==> src/rtl/ctrlpid_mc_pkg.sv <==
// rtl/ctrlpid_mc_pkg.sv - shared state encoding, mode bits and default clamp for the multichannel PID
package ctrlpid_mc_pkg;

  typedef enum logic [3:0] {
    IDLE,
    LOAD,
    PTERM,
    DTERM,
    ITERM,
    D2TERM,
    CLAMP,
    OUT,
    SHIFT
  } state_e;

  localparam int MODE_P = 0;
  localparam int MODE_I = 1;
  localparam int MODE_D = 2;

  // Evaluated at int width so the 8-bit seed is not truncated by the shift.
  function automatic int antiwindup_default(input int precision, input int ow);
    return 255 << (precision + ow - 9);
  endfunction

endpackage

==> src/rtl/ctrlpid_mc_if.sv <==
// rtl/ctrlpid_mc_if.sv - per-channel operand fetch, output and status bundle of the multichannel PID
interface ctrlpid_mc_if #(
  parameter int aw = 2,
  parameter int ew = 24,
  parameter int ow = 12,
  parameter int cw = 6
);
  logic                 tick;
  logic [aw-1:0]        a;
  logic signed [ew-1:0] error;
  logic signed [cw-1:0] KP;
  logic signed [cw-1:0] KI;
  logic signed [cw-1:0] KD;
  logic [2:0]           mode;
  logic                 ch_en;
  logic signed [ow-1:0] m_k_out;
  logic [aw-1:0]        m_addr;
  logic                 m_valid;
  logic                 busy;
  logic                 overrun;

  modport master (
    output tick, error, KP, KI, KD, mode, ch_en,
    input  a, m_k_out, m_addr, m_valid, busy, overrun
  );

  modport slave (
    input  tick, error, KP, KI, KD, mode, ch_en,
    output a, m_k_out, m_addr, m_valid, busy, overrun
  );
endinterface

==> src/rtl/ctrlpid_mc_shift.sv <==
// rtl/ctrlpid_mc_shift.sv - two-lane signed bidirectional arithmetic shifter sharing one signed amount
module ctrlpid_shift #(
  parameter int pw = 32,
  parameter int cw = 6
) (
  input  logic signed [pw-1:0] d0_i,
  input  logic signed [pw-1:0] d1_i,
  input  logic signed [cw-1:0] amt_i,
  output logic signed [pw-1:0] r0_o,
  output logic signed [pw-1:0] r1_o
);
  logic          left;
  logic [cw-1:0] mag;

  // Negating the most negative amount wraps to a value whose unsigned reading is its magnitude.
  always_comb begin
    left = ~amt_i[cw-1];
    mag  = left ? $unsigned(amt_i) : $unsigned(-amt_i);
  end

  function automatic logic signed [pw-1:0] sh(input logic signed [pw-1:0] d,
                                              input logic l, input logic [cw-1:0] m);
    if (int'(m) >= pw) return l ? '0 : {pw{d[pw-1]}};
    return l ? (d <<< m) : (d >>> m);
  endfunction

  always_comb begin
    r0_o = sh(d0_i, left, mag);
    r1_o = sh(d1_i, left, mag);
  end
endmodule

==> src/rtl/ctrlpid_mc.sv <==
// rtl/ctrlpid_mc.sv - time-multiplexed N-channel shift-gain PID with sample tick, clamp and overrun flag
module ctrlpid_mc
  import ctrlpid_mc_pkg::*;
#(
  parameter int aw         = 2,
  parameter int ew         = 24,
  parameter int pw         = 32,
  parameter int ow         = 12,
  parameter int cw         = 6,
  parameter int precision  = 1,
  parameter int fp         = 9,
  parameter int antiwindup = antiwindup_default(precision, ow)
) (
  input logic clk_pid,
  input logic reset,
  ctrlpid_mc_if.slave bus
);
  localparam int an = 1 << aw;

  typedef logic signed [pw+1:0] acc_t;
  typedef logic signed [pw-1:0] word_t;
  typedef logic signed [cw-1:0] gain_t;

  localparam acc_t AW_POS = acc_t'(antiwindup);
  localparam acc_t AW_NEG = -AW_POS;

  state_e               state_q;
  logic [aw-1:0]        a_q;
  word_t                u_k_q [an];
  word_t                e0_q  [an];
  word_t                e1_q  [an];
  word_t                e2_q  [an];
  acc_t                 u_q;
  gain_t                kp_q, ki1_q, kd_q, kd1_q;
  logic [2:0]           mode_q;
  logic                 en_q;
  logic signed [ow-1:0] out_q;
  logic [aw-1:0]        maddr_q;
  logic                 mvalid_q, busy_q, overrun_q;

  gain_t sh_amt;
  word_t sh_d0, sh_d1, sh_r0, sh_r1;
  acc_t  term_d, sat_d;
  logic  term_en;

  function automatic acc_t ext(input word_t w);
    return {{2{w[pw-1]}}, w};
  endfunction

  ctrlpid_shift #(.pw(pw), .cw(cw)) u_shift (
    .d0_i  (sh_d0),
    .d1_i  (sh_d1),
    .amt_i (sh_amt),
    .r0_o  (sh_r0),
    .r1_o  (sh_r1)
  );

  always_comb begin
    sh_amt = kp_q;
    sh_d0  = e0_q[a_q];
    sh_d1  = e1_q[a_q];
    case (state_q)
      DTERM:  begin sh_amt = kd_q;  sh_d1 = e2_q[a_q]; end
      ITERM:  sh_amt = ki1_q;
      D2TERM: begin sh_amt = kd1_q; sh_d0 = e1_q[a_q]; end
      default: ;
    endcase
  end

  always_comb begin
    term_en = 1'b0;
    term_d  = u_q;
    case (state_q)
      PTERM:  begin term_en = en_q & mode_q[MODE_P]; term_d = u_q + ext(sh_r0) - ext(sh_r1); end
      DTERM:  begin term_en = en_q & mode_q[MODE_D]; term_d = u_q + ext(sh_r0) + ext(sh_r1); end
      ITERM:  begin term_en = en_q & mode_q[MODE_I]; term_d = u_q + ext(sh_r0) + ext(sh_r1); end
      D2TERM: begin term_en = en_q & mode_q[MODE_D]; term_d = u_q - ext(sh_r0); end
      default: ;
    endcase
    sat_d = (u_q > AW_POS) ? AW_POS : ((u_q < AW_NEG) ? AW_NEG : u_q);
  end

  always_ff @(posedge clk_pid or posedge reset) begin
    if (reset) begin
      state_q   <= IDLE;
      a_q       <= '0;
      u_q       <= '0;
      kp_q      <= '0;
      ki1_q     <= '0;
      kd_q      <= '0;
      kd1_q     <= '0;
      mode_q    <= '0;
      en_q      <= 1'b0;
      out_q     <= '0;
      maddr_q   <= '0;
      mvalid_q  <= 1'b0;
      busy_q    <= 1'b0;
      overrun_q <= 1'b0;
      for (int i = 0; i < an; i++) begin
        u_k_q[i] <= '0;
        e0_q[i]  <= '0;
        e1_q[i]  <= '0;
        e2_q[i]  <= '0;
      end
    end else begin
      mvalid_q <= 1'b0;
      if (bus.tick && state_q != IDLE) overrun_q <= 1'b1;
      case (state_q)
        IDLE: if (bus.tick) begin
          state_q <= LOAD;
          busy_q  <= 1'b1;
        end
        LOAD: begin
          kp_q   <= gain_t'(bus.KP + precision);
          ki1_q  <= gain_t'(bus.KI + precision - 1 - fp);
          kd_q   <= gain_t'(bus.KD + precision + fp);
          kd1_q  <= gain_t'(bus.KD + precision + fp + 1);
          mode_q <= bus.mode;
          en_q   <= bus.ch_en;
          if (bus.ch_en) begin
            e0_q[a_q] <= word_t'(bus.error);
            u_q       <= ext(u_k_q[a_q]);
          end else begin
            e0_q[a_q]  <= '0;
            e1_q[a_q]  <= '0;
            e2_q[a_q]  <= '0;
            u_k_q[a_q] <= '0;
            u_q        <= '0;
          end
          state_q <= PTERM;
        end
        PTERM:  begin if (term_en) u_q <= term_d; state_q <= DTERM;  end
        DTERM:  begin if (term_en) u_q <= term_d; state_q <= ITERM;  end
        ITERM:  begin if (term_en) u_q <= term_d; state_q <= D2TERM; end
        D2TERM: begin if (term_en) u_q <= term_d; state_q <= CLAMP;  end
        CLAMP: begin
          u_q        <= sat_d;
          u_k_q[a_q] <= word_t'(sat_d);
          state_q    <= OUT;
        end
        OUT: begin
          out_q    <= u_q[precision+ow-1:precision];
          maddr_q  <= a_q;
          mvalid_q <= 1'b1;
          state_q  <= SHIFT;
        end
        SHIFT: begin
          e2_q[a_q] <= e1_q[a_q];
          e1_q[a_q] <= e0_q[a_q];
          if (a_q == aw'(an - 1)) begin
            a_q     <= '0;
            busy_q  <= 1'b0;
            state_q <= IDLE;
          end else begin
            a_q     <= a_q + 1'b1;
            state_q <= LOAD;
          end
        end
        default: state_q <= IDLE;
      endcase
    end
  end

  assign bus.a       = a_q;
  assign bus.m_k_out = out_q;
  assign bus.m_addr  = maddr_q;
  assign bus.m_valid = mvalid_q;
  assign bus.busy    = busy_q;
  assign bus.overrun = overrun_q;
endmodule

==> src/flat_wrapper.sv <==
// flat-port wrapper written by rule: the top's interface ports become plain ports
module ctrlpid_mc_flat import ctrlpid_mc_pkg::*;
#(
  parameter int aw         = 2,
  parameter int ew         = 24,
  parameter int pw         = 32,
  parameter int ow         = 12,
  parameter int cw         = 6,
  parameter int precision  = 1,
  parameter int fp         = 9,
  parameter int antiwindup = antiwindup_default(precision, ow)
)
  (clk_pid, reset, bus_tick, bus_error, bus_KP, bus_KI, bus_KD, bus_mode, bus_ch_en, bus_a, bus_m_k_out, bus_m_addr, bus_m_valid, bus_busy, bus_overrun);
  ctrlpid_mc_if #(.aw(aw), .ew(ew), .ow(ow), .cw(cw)) bus_i ();
  input logic clk_pid;
  input logic reset;
  input wire logic [$bits(bus_i.tick)-1:0] bus_tick;
  input wire logic [$bits(bus_i.error)-1:0] bus_error;
  input wire logic [$bits(bus_i.KP)-1:0] bus_KP;
  input wire logic [$bits(bus_i.KI)-1:0] bus_KI;
  input wire logic [$bits(bus_i.KD)-1:0] bus_KD;
  input wire logic [$bits(bus_i.mode)-1:0] bus_mode;
  input wire logic [$bits(bus_i.ch_en)-1:0] bus_ch_en;
  output wire logic [$bits(bus_i.a)-1:0] bus_a;
  output wire logic [$bits(bus_i.m_k_out)-1:0] bus_m_k_out;
  output wire logic [$bits(bus_i.m_addr)-1:0] bus_m_addr;
  output wire logic [$bits(bus_i.m_valid)-1:0] bus_m_valid;
  output wire logic [$bits(bus_i.busy)-1:0] bus_busy;
  output wire logic [$bits(bus_i.overrun)-1:0] bus_overrun;
  assign bus_i.tick = bus_tick;
  assign bus_i.error = bus_error;
  assign bus_i.KP = bus_KP;
  assign bus_i.KI = bus_KI;
  assign bus_i.KD = bus_KD;
  assign bus_i.mode = bus_mode;
  assign bus_i.ch_en = bus_ch_en;
  assign bus_a = bus_i.a;
  assign bus_m_k_out = bus_i.m_k_out;
  assign bus_m_addr = bus_i.m_addr;
  assign bus_m_valid = bus_i.m_valid;
  assign bus_busy = bus_i.busy;
  assign bus_overrun = bus_i.overrun;
  ctrlpid_mc #(.aw(aw), .ew(ew), .pw(pw), .ow(ow), .cw(cw), .precision(precision), .fp(fp), .antiwindup(antiwindup)) u_core (.clk_pid(clk_pid), .reset(reset), .bus(bus_i));
endmodule
==> config.mk <==
export PLATFORM = sky130hd
export DESIGN_NAME = ctrlpid_mc_flat
export DESIGN_NICKNAME = d
export VERILOG_FILES = /design/src/rtl/ctrlpid_mc_pkg.sv /design/src/rtl/ctrlpid_mc_if.sv /design/src/rtl/ctrlpid_mc_shift.sv /design/src/rtl/ctrlpid_mc.sv /design/src/flat_wrapper.sv
export SDC_FILE = /design/constraint.sdc
export NUM_CORES = 2
export LEC_CHECK = 0
export BUFFER_PORTS_ARGS = -buffer_cell sky130_fd_sc_hd__clkbuf_2
export CORE_ASPECT_RATIO = 0.9
export CORE_MARGIN = 1.5
export CORE_UTILIZATION = 60
export DETAILED_ROUTE_END_ITERATION = 16
export HOLD_SLACK_MARGIN = 0.08
export PLACE_DENSITY = 0.81
export SYNTH_ARGS = -nofsm -noshare
export SYNTH_HDL_FRONTEND = slang
export SYNTH_HIERARCHICAL = 1
export SYNTH_SLANG_ARGS = --single-unit
export TNS_END_PERCENT = 10
==> constraint.sdc <==
create_clock -name clk_pid -period 38.2 [get_ports clk_pid]
set_input_delay 3.82 -clock clk_pid [delete_from_list [all_inputs] [get_ports clk_pid]]
set_output_delay 3.82 -clock clk_pid [all_outputs]
set_load 0.02 [all_outputs]
* Yosys cells after proc, flatten, opt, wreduce, memory -nomap -nowiden
Cells that the tools add are included.
** Operators by class
- Magnitude comparators :: 5
- Reduce and logical (&&, ||, !) cells :: 16
- Shift operators :: 4
- Add/sub/neg operators :: 13
- Bitwise logic cells :: 9
- Equality and inequality tests :: 14
- Mux-type cells :: 53
** Operators by type and width (number)
- case mux 128 bit (2 select lines) :: 3
- two-way mux 32 bit :: 19
- AND 128 bit :: 4
- bitwise mux 128 bit :: 4
- two-way mux 128 bit :: 4
- binary-select mux 32 bit (select 2 bit) :: 4
- two-way mux 34 bit :: 4
- inverter 128 bit :: 1
- case mux 34 bit (3 select lines) :: 1
- adder 34 x 32 -> 34 bit :: 2
- case mux 34 bit (2 select lines) :: 1
- subtractor 34 x 32 -> 34 bit :: 2
- demux 32 bit (select 2 bit) :: 1
- <<< shifter 32 x 6 -> 32 bit :: 2
- >>> shifter 32 x 6 -> 32 bit :: 2
- case mux 4 bit (9 select lines) :: 1
- greater-than comparator 34 x 13 -> 1 bit (second input constant) :: 1
- less-than comparator 34 x 13 -> 1 bit (second input constant) :: 1
- adder 6 x 2 -> 6 bit (second input constant) :: 4
- case mux 6 bit (3 select lines) :: 1
- == test 4 x 3 -> 1 bit (second input constant) :: 4
- == test 4 x 2 -> 1 bit (second input constant) :: 2
- adder 6 x 5 -> 6 bit (second input constant) :: 1
- greater-or-equal comparator 6 bit (second input constant) :: 1
- 29 further kinds :: 44
** Word-level totals
- Flip-flop bits (word level) :: 597
- Input bits :: 49
- Logic and storage cells :: 145

* Depth between registers and ports, before layout
- Word-level depth :: 13
- Mapped depth :: 46
- Depth with buffers taken out :: 38

* Modules after synthesis
The synthesis kept the hierarchy.
** Modules (own cells, without submodules)
- ctrlpid_mc :: area each 32063.3 µm², times used 1, cells each 3023
- ctrlpid_shift :: area each 7284.5 µm², times used 1, cells each 995

* Least setup slack after synthesis
OpenSTA, ideal clock, no wires.
- Path type :: reg2reg
- Start :: register u_core.state_q[3]
- End :: register u_core.u_q[33]
- Cell stages (with the launch flop) :: 44
- Setup slack :: 29.559 ns
- Required time :: 38.058 ns
- Data arrival time :: 8.498 ns
- Cell sequence :: dfrtp_1 -> clkbuf_1 -> clkbuf_1 -> nor3_1 -> clkbuf_1 -> clkbuf_1 -> a222oi_1 -> nand2_1 -> buf_4 -> inv_2 -> buf_1 -> ha_1 -> mux2i_4 -> buf_6 -> buf_12 -> mux2i_1 -> mux2i_1 -> o22ai_1 -> [... 8 more ...] -> and3_2 -> a21oi_1 -> o21ai_0 -> a21oi_1 -> nor2_1 -> nor2_1 -> xnor2_1 -> ha_1 -> and3_1 -> and3_1 -> o311a_1 -> o311ai_1 -> a221oi_1 -> o21ai_0 -> nand2b_1 -> nor3b_1 -> o31ai_1 -> a31oi_1
** On the way
- Cells in the longest elaborated chain, start to end :: 12
** RTL lines
- start, declared :: line ctrlpid_mc.sv:27 : state_e state_q;
- start signal, assigned :: line ctrlpid_mc.sv:85 : state_q <= IDLE;
- start signal, assigned :: line ctrlpid_mc.sv:110 : state_q <= LOAD;
- start signal, assigned :: line ctrlpid_mc.sv:130 : state_q <= PTERM;
- == test 4 x 3 -> 1 bit or == test 4 x 2 -> 1 bit (tied branches) :: line ctrlpid_mc.sv:62 : case (state_q)
- case mux 6 bit (3 select lines) (*) :: line ctrlpid_mc.sv:62
- net u_core.sh_amt[0] :: line ctrlpid_mc.sv:41 : gain_t sh_amt;
- negator 6 bit :: line ctrlpid_mc_shift.sv:18 : mag = left ? $unsigned(amt_i) : $unsigned(-amt_i);
- two-way mux 6 bit (*) :: line ctrlpid_mc_shift.sv:18
- <<< shifter 32 x 6 -> 32 bit, or another cell as far along :: line ctrlpid_mc_shift.sv:24 : return l ? (d <<< m) : (d >>> m);
- two-way mux 32 bit or two-way mux 1 bit (tied branches) :: line ctrlpid_mc_shift.sv:24, ctrlpid_mc_shift.sv:23
- two-way mux 32 bit (*) :: line ctrlpid_mc_shift.sv:24
- net u_core.sh_r0[6] :: line ctrlpid_mc.sv:42 : word_t sh_d0, sh_d1, sh_r0, sh_r1;
- adder 34 x 32 -> 34 bit :: line ctrlpid_mc.sv:74, ctrlpid_mc.sv:75, ctrlpid_mc.sv:76
- subtractor 34 x 32 -> 34 bit or adder 34 x 32 -> 34 bit (tied branches) :: line ctrlpid_mc.sv:74, ctrlpid_mc.sv:75, ctrlpid_mc.sv:76
- case mux 34 bit (2 select lines) (*) :: line ctrlpid_mc.sv:73 : case (state_q)
- two-way mux 34 bit (*)
- case mux 34 bit (3 select lines) (*) :: line ctrlpid_mc.sv:108 : case (state_q)
- end signal, assigned :: line ctrlpid_mc.sv:122 : u_q <= ext(u_k_q[a_q]);
- end signal, assigned :: line ctrlpid_mc.sv:137 : u_q <= sat_d;
- end, declared :: line ctrlpid_mc.sv:33 : acc_t u_q;
Mark *: on every way through the listed nets, which the timed path passes. The rest lies on a longest branch. The select of a mux whose other input is x is not followed.
A chain may end at the register's enable or synchronous reset.

* Worst setup path after layout
Same ends and word-level chain as after synthesis.

==> flow_metrics.tcl <==
set metrics [dict create \
    outcome "completed" \
    area_growth_pct 6.74 \
    clock_sinks 597 \
    die_area_sq_um 67100 \
    async_flop_share_pct 100 \
    worst_setup_path_end_kind "flop" \
    portBuffers 67 \
    drcViolationCount 0 \
    crit_slowest_cell "buf_4" \
    drive_gt1_share_pct 12.6 \
    reg2reg_depth 37 \
    critPathArrivalTime_ns 11.92 \
    syn_inst 4018 \
    synth_nets 4180 \
    synthDistinctLibCells 94 \
    utilization_pct 65.1 \
    clock_skew_ns 0.0857 \
    wl_microns 127000 \
    syn_area_sq_um 39300 \
    crit_fanout 82 \
    slew_headroom_pct 26.4 \
    routabilityCongestion 1.08 \
    fin_crit_ns 11.40 \
    post_cts_buffers 0 \
    wl_per_cell_microns 26.5 \
    std_cell_rows 88 \
    hold_violations 0 \
    grt_first_pass_wirelength_microns 196000 \
    hold_buffers 0 \
    required_ns 38.72 \
    clkLatencyLatePin_ns 0.68 \
    worst_pin_slew_ns 1.10 \
    final_net_count 4061 \
    num_vias 33500 \
    syn_avg_cell_area_sq_um 9.79 \
    slew_viol_final 0 \
    drt_iter0_drc 4821 \
    regArea_sq_um 14900 \
    slowest_delay_ns 0.94 \
    synth_edf_count 0 \
    ys_ff_latch 597 \
    rsz0062_at_grt "false" \
    cts_buffers 60 \
    clock.fmax_mhz 87.7 \
    clockBufferDepth 3 \
    period_share_pct 29.8 \
    yosysWarnings 6 \
    core-area_sq_um 64500 \
    hpwl_microns 86500 \
    setup_viol 0 \
    grt_pass1_vias 31800 \
    synth_flop_cell "dfrtp_1" \
    ctsResizeCount 0 \
    fillers 5071 \
    criticalPathCategory "reg -> reg" \
    grt_overflow 0 \
    setup_tns_ns 0 \
    root_buffer "clkbuf_16" \
    grt_max_degree 182 \
    maxCapViolCount 0 \
    cts_tree "yes" \
    start_util_pct 61.0 \
    die_h_microns 246 \
    multi_input_area_sq_um 22700 \
    hp-class "reg -> reg" \
    drt_first_pass_iters 6 \
    antenna_found_initial 2 \
    die_x_microns 273 \
    ios 68 \
    vias_per_cell 6.99 \
    path_clk_slew_ns 0.07 \
    crit_path_start_kind "flop" \
    ant_nets 0 \
    min_path_cells 1 \
    htreeDepth 2 \
    ys_seq_area_share_pct 38.0 \
    grt_use_total_pct 37.9 \
]
==> metrics by stage <==
| step | instance area (sq um) | instances | hold slack [ns] | setup WS (ns) |
|---|---|---|---|---|
| floorplan | 39300 | 4018 | 0.444 | 17.67 |
| global route | 42000 | 4800 | 0.489 | 26.27 |
| global placement | 39900 | 4692 | 0.454 | 27.34 |
| finish | 42000 | 4801 | 0.471 | 26.80 |
| CTS | 42000 | 4800 | 0.474 | 26.99 |
| detailed placement | 39900 | 4692 | 0.460 | 27.06 |
==> Yosys cell counts (all sizes together), types with 8 or more instances <==
cell type  count  area share, %
o21ai        244            3.1
a221oi        28           0.72
and3          84            1.3
o221ai        18           0.42
nand2        621            5.9
o31ai         17           0.34
dfrtp        597             38
or3           12           0.19
and2          12           0.19
o211ai        35           0.67
clkbuf       216            2.1
mux4         148            8.5
nor2         153            1.5
a211oi         9           0.17
buf           95            1.6
a22oi         14           0.27
o21bai        25           0.48
a221o          8           0.20
nand2b        32           0.52
xnor2         93            2.1
a31oi         38           0.60
nor4          17           0.29
nand4         18           0.29
xor2          47            1.1
inv          101           0.96
nor2b         16           0.25
nand3         64           0.81
mux2          58            1.7
o2111ai        9           0.20
nor3          44           0.56
a22o         289            6.4
o21a          16           0.31
ha           110            3.5
a21o         146            2.8
a21oi        203            2.6
o22ai         19           0.30
mux2i        272            7.1
==> state kept, by name, indices dropped and copies added, names as in the netlist, 2 cells and up <==
register / cells
u_core/e0_q: 128
u_core/e1_q: 128
u_core/e2_q: 128
u_core/u_k_q: 128
u_core/u_q: 34
u_core/bus.m_k_out: 12
u_core/kd1_q: 6
u_core/kd_q: 6
u_core/ki1_q: 6
u_core/kp_q: 6
u_core/state_q: 4
u_core/mode_q: 3
u_core/bus.a: 2
u_core/bus.m_addr: 2
==> cell usage in the layout (no fill, tap or decap), drive strengths merged, types with 14 or more instances in the layout <==
master  netlist  layout
mux2         58      58
o221ai       18      18
nand2b       32      32
mux4        148     148
inv         101     105
dfrtp       597     597
a22o        289     289
nand3        64      64
nor3         44      44
o211ai       35      35
a31oi        38      38
ha          110     110
mux2i       272     272
o21ai       244     244
nor4         17      17
buf          95      63
xor2         47      47
nand4        18      18
o21a         16      16
o31ai        17      17
xnor2        93      93
a22oi        14      14
clkbuf      216     150
nor2b        16      16
clkinv        0      15
a21o        146     146
o21bai       25      25
o22ai        19      19
nor2        153     153
a221oi       28      28
a21oi       203     203
nand2       621     621
and3         84      84
==> path summary, 6_finish.rpt <==
path | from | to | slack [ns]
worst min-delay path | u_core/u_k_q[62] | u_core/u_k_q[62] | 0.47
min in group asynchronous | reset | u_core/e0_q[80] | 3.36
worst min register to register | u_core/u_k_q[62] | u_core/u_k_q[62] | 0.47
worst max-delay path | u_core/state_q[3] | u_core/u_q[33] | 26.80
worst max register to register | u_core/state_q[3] | u_core/u_q[33] | 26.80
max in group asynchronous | reset | u_core/bus.a[1] | 32.41
==> critical path: cells and delay by family, from the launching register on <==
family	cells	cell delay, ns
AO/OA/AOI/OAI	14	3.62
XOR/XNOR	1	0.09
adder cells (fa/ha/maj)	3	1.01
buffers and inverters	3	2.12
flip-flops	1	0.34
multiplexers	2	1.08
AND/OR/NAND/NOR	14	2.86
==> layer usage <==
metal  share of wire (%)  track usage, %
met5                   0               0
met4                 2.6            9.67
met3                  13            10.2
met2                  42            53.0
met1                  42            58.1
==> cell families after synthesis <==
logic type	after synthesis	share of synthesized area, %
AND/OR/NAND/NOR	1101	12.4
adder cells (fa/ha/maj)	113	3.65
flip-flops	597	38.0
buffers and inverters	412	4.63
multiplexers	478	17.2
XOR/XNOR	140	3.16
AO/OA/AOI/OAI	1177	21.0
==> layout make-up <==
class                   instances  share of cell area (%)
repair buffers                130                    1.98
flip-flops and latches        597                    35.6
diodes                          1                 0.00596
clock buffers                  83                    4.09
clock inverters                25                   0.807
multi-input cells            3009                    54.1
inverters                     101                   0.920
well taps                     855                    2.55
Power is left out: the tool's default activity adds up to more than one toggle a clock period on the data nets, which glitch-free logic cannot reach.
